<file path="config.mk">
export PLATFORM = sky130hd
export DESIGN_NAME = ps2_key_capture
export DESIGN_NICKNAME = d
export VERILOG_FILES = /design/src/rtl/ps2_key_capture.sv
export SDC_FILE = /design/constraint.sdc
export NUM_CORES = 1
export LEC_CHECK = 0
export BUFFER_PORTS_ARGS = -buffer_cell sky130_fd_sc_hd__buf_2
export CORE_MARGIN = 1
export CORE_UTILIZATION = 54
export CTS_BUF_LIST = sky130_fd_sc_hd__clkbuf_16
export DETAILED_ROUTE_END_ITERATION = 12
export PLACE_DENSITY = 0.74
export SYNTH_ARGS = -nofsm -noshare
export SYNTH_HDL_FRONTEND = slang
export SYNTH_SLANG_ARGS = --single-unit
export TNS_END_PERCENT = 30
</file>
<file path="constraint.sdc">
create_clock -name clk -period 5.55 [get_ports clk]
set_clock_uncertainty 0.05 [all_clocks]
set_input_delay 1.11 -clock clk [delete_from_list [all_inputs] [get_ports clk]]
set_output_delay 1.11 -clock clk [all_outputs]
set_load 0.005 [all_outputs]
</file>
<file path="src/rtl/ps2_key_capture.sv">
// PS/2 keyboard receiver with a make/break tracker.
// It deserialises and checks device frames, then holds the last pressed key and a press count.
module ps2_key_capture #(
   parameter int TIMEOUT_CYC = 50000
) (
   input  logic       clk,
   input  logic       rst,
   input  logic       ps2_clk,
   input  logic       ps2_data,
   output logic [7:0] rx_byte,
   output logic       byte_vld,
   output logic       frame_err,
   output logic [7:0] code,
   output logic       key_down,
   output logic [7:0] press_cnt
);

   localparam int TW = $clog2(TIMEOUT_CYC + 1);
   localparam logic [7:0] BRK_CODE = 8'hF0;
   localparam logic [7:0] EXT_CODE = 8'hE0;

   typedef enum logic [1:0] {S_IDLE, S_DATA, S_PARITY, S_STOP} state_t;

   state_t          r_state;
   state_t          w_next;
   logic [1:0]      r_clk_sync;
   logic [1:0]      r_dat_sync;
   logic            r_clk_prev;
   logic [7:0]      r_sreg;
   logic [2:0]      r_bit_cnt;
   logic            r_par_ok;
   logic [TW-1:0]   r_tcnt;
   logic            r_brk;
   logic            w_clk_s;
   logic            w_dat;
   logic            w_fall;
   logic            w_tmo;
   logic            w_frame_ok;
   logic            w_frame_bad;

   // Both lines are idle-high, so the synchronisers reset to 1 to avoid a false edge.
   always_ff @(posedge clk or posedge rst) begin
      if (rst) begin
         r_clk_sync <= 2'b11;
         r_dat_sync <= 2'b11;
         r_clk_prev <= 1'b1;
      end else begin
         r_clk_sync <= {r_clk_sync[0], ps2_clk};
         r_dat_sync <= {r_dat_sync[0], ps2_data};
         r_clk_prev <= r_clk_sync[1];
      end
   end

   assign w_clk_s = r_clk_sync[1];
   assign w_dat   = r_dat_sync[1];
   assign w_fall  = r_clk_prev & ~w_clk_s;
   // A falling edge in the same cycle wins over the timeout, so the two strobes never collide.
   assign w_tmo   = (r_state != S_IDLE) && !w_fall && (r_tcnt == TW'(TIMEOUT_CYC - 1));

   always_ff @(posedge clk or posedge rst) begin
      if (rst) r_state <= S_IDLE;
      else     r_state <= w_next;
   end

   always_comb begin
      w_next = r_state;
      case (r_state)
         S_IDLE:   if (w_fall && !w_dat)              w_next = S_DATA;
         S_DATA:   if (w_fall && r_bit_cnt == 3'd7)   w_next = S_PARITY;
         S_PARITY: if (w_fall)                        w_next = S_STOP;
         S_STOP:   if (w_fall)                        w_next = S_IDLE;
         default:                                     w_next = S_IDLE;
      endcase
      if (w_tmo) w_next = S_IDLE;
   end

   always_comb begin
      w_frame_ok  = 1'b0;
      w_frame_bad = w_tmo;
      if (r_state == S_STOP && w_fall) begin
         if (w_dat && r_par_ok) w_frame_ok  = 1'b1;
         else                   w_frame_bad = 1'b1;
      end
   end

   always_ff @(posedge clk or posedge rst) begin
      if (rst) begin
         r_sreg    <= '0;
         r_bit_cnt <= '0;
         r_par_ok  <= 1'b0;
         r_tcnt    <= '0;
      end else begin
         if (r_state == S_IDLE || w_fall || w_tmo) r_tcnt <= '0;
         else                                      r_tcnt <= r_tcnt + 1'b1;
         if (w_fall) begin
            case (r_state)
               S_IDLE:   r_bit_cnt <= '0;
               S_DATA: begin
                  r_sreg[r_bit_cnt] <= w_dat;
                  r_bit_cnt         <= r_bit_cnt + 1'b1;
               end
               S_PARITY: r_par_ok <= (^r_sreg) ^ w_dat;
               default:  ;
            endcase
         end
      end
   end

   always_ff @(posedge clk or posedge rst) begin
      if (rst) begin
         rx_byte   <= '0;
         byte_vld  <= 1'b0;
         frame_err <= 1'b0;
      end else begin
         byte_vld  <= w_frame_ok;
         frame_err <= w_frame_bad;
         if (w_frame_ok) rx_byte <= r_sreg;
      end
   end

   // Typematic repeats of the held key do not bump the press count.
   always_ff @(posedge clk or posedge rst) begin
      if (rst) begin
         r_brk     <= 1'b0;
         code      <= '0;
         key_down  <= 1'b0;
         press_cnt <= '0;
      end else if (byte_vld) begin
         if (rx_byte == BRK_CODE) begin
            r_brk <= 1'b1;
         end else if (rx_byte == EXT_CODE) begin
            r_brk <= r_brk;
         end else if (r_brk) begin
            r_brk <= 1'b0;
            if (rx_byte == code) key_down <= 1'b0;
         end else begin
            if (!key_down || rx_byte != code) press_cnt <= press_cnt + 1'b1;
            code     <= rx_byte;
            key_down <= 1'b1;
         end
      end
   end

endmodule
</file>
==> flow_metrics.env, run 1 <==
export IMPL_rsz0062_at_grt="false"
export IMPL_synth_seq_area_share_pct=53.6
export IMPL_cts_sinks=63
export IMPL_grt_pass1_vias=1926
export IMPL_hold_violations=0
export IMPL_synth_fp_nets=258
export IMPL_drt_iter0_drc=135
export IMPL_clk_path_buf_depth=2
export IMPL_final_cell_mix="dfrtp_1, buf_2, mux2_2, nor2_1"
export IMPL_setup_violations=0
export IMPL_worst_pin_slew_ns=0.781
export IMPL_initial_core_util_pct=57.1
export IMPL_finalSetupTns_ns=0
export IMPL_worst_setup_path_type="register to register"
export IMPL_maxCapViolCount=0
export IMPL_postSynthCellCount=245
export IMPL_io_buffers=30
export IMPL_wire_per_inst_um=14.3
export IMPL_status="finished, final reports clean"
export IMPL_hold_buffers=0
export IMPL_synth_cell_types=37
export IMPL_wl_mm=5.09
export IMPL_power_density_nw_per_um2=373
export IMPL_grt_overflow=0
export IMPL_fill_cells=404
export IMPL_final_layout_size_suffix_gt1_share_pct=28.3
export IMPL_io_pins=31
export IMPL_multi_input_area_um2=1340
export IMPL_root_buffer="clkbuf_16"
export IMPL_yosysWarnings=0
export IMPL_max_slew_margin_pct=48.0
export IMPL_die_w_um=76.0
export IMPL_dieArea_um2=5770
export IMPL_period_share_pct=39.6
export IMPL_syn_to_final_growth_pct=16.0
export IMPL_postCtsSetupBuffers=0
export IMPL_ys_ff_latch=63
export IMPL_cts_clk_slew_worst_paths_ns=0.05
export IMPL_ir_drop_uv=233
export IMPL_syn_avg_cell_area_um2=12.1
export IMPL_drcViolationCount=0
export IMPL_grt_usage_pct=20.3
export IMPL_layout_nets=295
export IMPL_cp_required_ns=5.70
export IMPL_postCtsResizedCells=0
export IMPL_die_h_um=76.0
export IMPL_first_pass_iters=4
export IMPL_cts_buffers=9
export IMPL_num_vias=1902
export IMPL_hpwl_mm=3.43
export IMPL_antenna_left=0
export IMPL_endpoint_kind="register"
export IMPL_core_area_um2=5170
export IMPL_regArea_um2=1580
export IMPL_slowest_stage="nor2b_1"
export IMPL_holdWs_ns=0.304
export IMPL_synth_area_um2=2950
export IMPL_leakagePower_uw=0.00170
export IMPL_n_antenna_cell=0
export IMPL_slowest_delay_ns=0.59
export IMPL_fin_crit_ns=2.20
export IMPL_cts_tree="yes"
export IMPL_cp_start_kind="register"
export IMPL_grt_pass1_wl_mm=9.11
export IMPL_clock_latency_ns=0.32
export IMPL_crit_fanout=12
export IMPL_num_rows=26
export IMPL_crit_chain="nor2b_1 -> nand2_1 -> nor2_2 -> mux2_2"
export IMPL_arrival_ns=2.35
export IMPL_htree_levels=3
export IMPL_fmax_mhz=455
export IMPL_grt_max_degree=64
export IMPL_drv_slew=0
export IMPL_hold_class="register to register"
export IMPL_place_gp_congestion=0.774
export IMPL_via_per_inst=5.34
export IMPL_antenna_found_initial=0
export IMPL_final_common_cell="dfrtp_1"
## cell families (layout without fill, tap and decap cells)
| family | Yosys count | after routing | synth area share [%] |
|---|---|---|---|
| AND/OR/NAND/NOR | 85 | 85 | 15.5 |
| flip-flops | 63 | 63 | 53.6 |
| XOR/XNOR | 36 | 36 | 10.7 |
| multiplexers | 25 | 25 | 9.53 |
| AO/OA/AOI/OAI | 19 | 19 | 5.80 |
| adder cells (fa/ha/maj) | 9 | 9 | 3.81 |
| buffers and inverters | 8 | 49 | 1.10 |
## synth_stat cells
cell / count / share of area [%]
o21ai_0: 7 / 1.2
nor4b_1: 1 / 0.30
nor2_1: 23 / 2.9
nor2b_1: 1 / 0.21
a311oi_4: 1 / 0.89
a21boi_0: 1 / 0.25
o2111ai_1: 1 / 0.30
o21a_1: 1 / 0.25
a21oi_1: 2 / 0.34
inv_1: 3 / 0.38
nor2_2: 2 / 0.42
and3_1: 6 / 1.3
nand2_1: 17 / 2.2
ha_1: 9 / 3.8
clkbuf_1: 3 / 0.38
nand4_1: 9 / 1.9
or3b_4: 1 / 0.38
a32o_1: 2 / 0.68
and4_1: 3 / 0.89
a21o_2: 1 / 0.30
buf_2: 2 / 0.34
xnor2_1: 18 / 5.3
nand3_1: 9 / 1.5
a21o_1: 1 / 0.25
or3_1: 2 / 0.42
nand3b_1: 2 / 0.51
mux2_2: 25 / 9.5
nor3b_1: 2 / 0.51
dfrtp_1: 58 / 49
nand2b_1: 1 / 0.21
dfstp_2: 5 / 4.4
nor3_1: 2 / 0.34
xor2_1: 18 / 5.3
o41a_2: 1 / 0.42
nor4_2: 2 / 0.85
o41ai_4: 1 / 0.93
nor4bb_1: 2 / 0.68
## worst paths after layout
path / startpoint / to / slack [ns] / cells past startpoint
worst min register to register: r_dat_sync[0] / r_dat_sync[1] / 0.30 / 0
worst min-delay path: r_dat_sync[0] / r_dat_sync[1] / 0.30 / 0
max in group asynchronous: rst / r_sreg[1] / 3.98 / 3
worst max-delay path: r_clk_prev / rx_byte[4] / 3.35 / 4
worst max register to register: r_clk_prev / rx_byte[4] / 3.35 / 4
min in group asynchronous: rst / r_tcnt[13] / 0.96 / 3
## state kept, by name (all words and copies together) (netlist names), 2 cells and up
register	flops
r_dat_sync	2
r_state	2
code	8
r_tcnt	16
r_sreg	8
r_clk_sync	2
r_bit_cnt	3
rx_byte	8
press_cnt	8
## power by group
group | switching [uW] | total, uW | internal [uW]
registers | 56.5 | 571 | 514
clock network | 175 | 464 | 289
logic | 130 | 243 | 114
## critical path, delay by kind of cell (launching register included)
| kind | cells | cell delay, ns |
|---|---|---|
| AND/OR/NAND/NOR | 3 | 1.11 |
| flip-flops | 1 | 0.52 |
| multiplexers | 1 | 0.39 |
## routing by layer
layer,vias up,global-route usage [%],part of all wire (%),routed length (um)
li1,935,-,-,-
met3,8,3.37,3.0,151
met4,0,11.3,1.7,88
met1,925,27.2,48,2430
met2,34,31.5,47,2410
met5,-,0,0,0
## through the flow
stage / std cells / cell area, um2 / total power (uW) / worst slack, ns / util (%)
4_1_cts: 356 / 3430 / 1290 / 3.36 / 66.3
2_1_floorplan: 245 / 2950 / 758 / 2.83 / -
6_report: 356 / 3430 / 1280 / 3.35 / 66.3
5_1_grt: 356 / 3430 / 1360 / 3.22 / 66.3
3_5_place_dp: 341 / 3180 / 821 / 3.37 / 61.4
3_3_place_gp: 341 / 3180 / 810 / 3.45 / 61.4
## layout make-up
cell class	instances	share of cell area, %
well taps	70	2.56
clock buffers	9	6.57
multi-input cells	174	39.1
inverters	3	0.329
clock inverters	6	0.694
repair buffers	31	4.60
flip-flops and latches	63	46.2
No activity file was read; power rests on OpenSTA's default activity.
==> inputs of run 2 (changes only) <==
ABC_AREA = 1   (was unset)
CORE_UTILIZATION = 53   (was 54)
PLACE_DENSITY = 0.75   (was 0.74)
clock period = 2 ns   (was 5.55 ns; I/O delays follow)
==> run 2 against run 1 <==
Die area is 13% higher; critical path depth is 5 higher; sequential share of layout area is 4.8 points lower; via count up 42%; clock power increased to 3.1 times the previous value; flip-flop and latch count stayed put; first-iteration DRC count is 5.9% higher; power grew to 3.1 times the previous value; worst hold slack got worse by 0.18 ns; largest power group unchanged.
==> flow_metrics.env, run 2 <==
export IMPL_cts_sinks=63
export IMPL_r2r_start="r_clk_sync[1]"
export IMPL_regArea_um2=1580
export IMPL_synth_main_ff_cell="dfrtp_1"
export IMPL_fill_cells=514
export IMPL_leakagePower_uw=0.00193
export IMPL_die_h_um=80.9
export IMPL_synth_fp_nets=423
export IMPL_cts_buffers=9
export IMPL_slowest_delay_ns=0.53
export IMPL_cts_tree="yes"
export IMPL_wire_per_inst_um=12.3
export IMPL_critPathBufInv=2
export IMPL_status="finished, final reports clean"
export IMPL_synth_edf_count=0
export IMPL_drcViolationCount=0
export IMPL_syn_avg_cell_area_um2=8.04
export IMPL_utilization_pct=64.2
export IMPL_drv_slew=0
export IMPL_worst_path_most_repeated_cell="nand2_1"
export IMPL_htree_levels=3
export IMPL_hpwl_mm=4.56
export IMPL_n_antenna_cell=0
export IMPL_finalSetupTns_ns=0
export IMPL_yosysWarnings=0
export IMPL_post_synth_top_count_cell="nand2_1"
export IMPL_slowest_stage="dfstp_2"
export IMPL_clk_path_buf_depth=2
export IMPL_clock_latency_ns=0.32
export IMPL_path_depth=9
export IMPL_fin_crit_ns=1.69
export IMPL_endpoint_kind="register"
export IMPL_multi_input_area_um2=1480
export IMPL_synth_cell_types=29
export IMPL_crit_fanout=8
export IMPL_ys_top_cells_by_count="nand2_1, dfrtp_1, inv_1"
export IMPL_synth_seq_area_share_pct=48.0
export IMPL_hold_class="input pin to asynchronous set/reset pin"
export IMPL_startpoint="r_clk_sync[1]"
export IMPL_layout_nets=463
export IMPL_grt_max_degree=34
export IMPL_ff2ff_path_depth=9
export IMPL_core_area_um2=5960
export IMPL_cp_start_kind="register"
export IMPL_antenna_left=0
export IMPL_place_gp_congestion=0.856
export IMPL_root_buffer="clkbuf_16"
export IMPL_hold_buffers=0
export IMPL_worst_pin_slew_ns=0.568
export IMPL_synth_area_leaders="dfrtp_1, nand2_1, inv_1"
export IMPL_synth_top_cell_area_share_pct=44.0
export IMPL_cp_top_family="simple AND/OR/NAND/NOR gates"
export IMPL_hold_violations=0
export IMPL_postCtsResizedCells=0
export IMPL_async_flop_share_pct=100
export IMPL_drt_iter0_drc=143
export IMPL_final_layout_size_suffix_gt1_share_pct=16.7
export IMPL_cp_required_ns=2.16
export IMPL_num_vias=2707
export IMPL_period_share_pct=84.6
export IMPL_die_w_um=80.9
export IMPL_crit_chain="inv_1 -> nand2_4 -> inv_1 -> nor2_1 -> nand3_2 -> nand2_1 -> nand2_1 -> nand2_1 -> nand2_1"
export IMPL_io_buffers=30
export IMPL_design_area_um2=3820
export IMPL_arrival_ns=1.85
export IMPL_max_flop_register="r_tcnt"
export IMPL_syn_to_final_growth_pct=16.0
export IMPL_r2r_end="r_state[0]"
export IMPL_final_cell_mix="nand2_1, dfrtp_1, inv_1, nor2_1, buf_2"
export IMPL_ys_ff_latch=63
export IMPL_max_slew_margin_pct=62.0
export IMPL_worst_slack_ns=0.307
export IMPL_postCtsSetupBuffers=0
export IMPL_wl_mm=6.50
export IMPL_largest_register_ffs=16
export IMPL_post_dp_cell_area_um2=3540
export IMPL_power_uw=3990
export IMPL_dieArea_um2=6540
export IMPL_power_density_nw_per_um2=1040
export IMPL_grt_overflow=0
export IMPL_fmax_mhz=591
export IMPL_maxCapViolCount=0
export IMPL_first_pass_iters=5
export IMPL_rsz0062_at_grt="false"
export IMPL_yosysTopAreaCell="dfrtp_1"
export IMPL_postSynthCellCount=410
export IMPL_r2r_setup_slack_ns=0.31
export IMPL_setup_violations=0
export IMPL_initial_core_util_pct=55.4
export IMPL_ir_drop_uv=653
export IMPL_synth_area_um2=3300
export IMPL_grt_pass1_wl_mm=10.6
export IMPL_via_per_inst=5.12
export IMPL_cts_clk_slew_worst_paths_ns=0.05
export IMPL_num_rows=28
export IMPL_io_pins=31
export IMPL_pre_cts_ws_ns=0.321
export IMPL_grt_usage_pct=21.5
export IMPL_final_common_cell="nand2_1"
export IMPL_antenna_found_initial=0
export IMPL_worst_setup_path_type="register to register"
export IMPL_grt_pass1_vias=2476
==> run 2: changes by cell type after synthesis, moves of 4 or more <==
cell,delta
inv_2,+4
nand2_1,+110
o21ai_0,+15
xor2_1,-8
nor2_1,+21
a21oi_1,+4
nand3_1,+20
mux2_2,-25
o21ai_1,+6
xnor2_1,-12
inv_1,+44
and3_1,-6
==> run 2: kinds of logic after synthesis <==
| logic type | Yosys count | synth area share [%] |
|---|---|---|
| adder cells (fa/ha/maj) | 9 | 3.42 |
| AO/OA/AOI/OAI | 34 | 5.16 |
| XOR/XNOR | 16 | 4.25 |
| flip-flops | 63 | 48.0 |
| AND/OR/NAND/NOR | 232 | 32.1 |
| buffers and inverters | 56 | 7.10 |
==> run 2: power by group <==
part	total [uW]	leakage (uW)	switching [uW]	internal (uW)
clock network	1460	0.000138	523	940
logic	905	0.000949	579	326
registers	1620	0.000848	169	1450
total	3990	0.00193	1270	2720
==> run 2: worst register-to-register path: cells and delay by family, from the launching register on <==
family                 cells  cell delay, ns
and+or+nand+nor            7            0.85
DFF                        1            0.53
buffers and inverters      2            0.14
==> run 2: layer usage <==
layer / track usage (%) / up-vias / share of wire [%]
met5: 0 / - / 0
met3: 4.27 / 9 / 4.2
met4: 11.1 / 0 / 1.2
met2: 36.5 / 78 / 49
li1: - / 1370 / -
met1: 25.9 / 1250 / 46
==> run 2: worst max-delay path by stage <==
stage,end,slack (ns)
5_1_grt,r_sreg[4],0.13
6_report,r_state[0],0.31
3_5_place_dp,r_state[0],0.32
2_1_floorplan,r_state[0],0.52
3_3_place_gp,r_state[1],0.40
4_1_cts,r_state[0],0.30
==> run 2: layout make-up <==
cell class	instances	area share [%]
Inverter	51	5.10
Tap cell	75	2.45
Sequential cell	63	41.4
Multi-Input combinational cell	291	38.7
Clock inverter	6	1.41
Clock buffer	9	5.89
Timing Repair Buffer	34	5.04
==> run 2: metrics by stage <==
| stage | hold slack, ns | instances |
|---|---|---|
| 2_1_floorplan | 0.295 | 410 |
| 3_3_place_gp | 0.296 | 514 |
| 3_5_place_dp | 0.297 | 514 |
| 4_1_cts | 0.119 | 529 |
| 5_1_grt | 0.113 | 529 |
| 6_report | 0.121 | 529 |
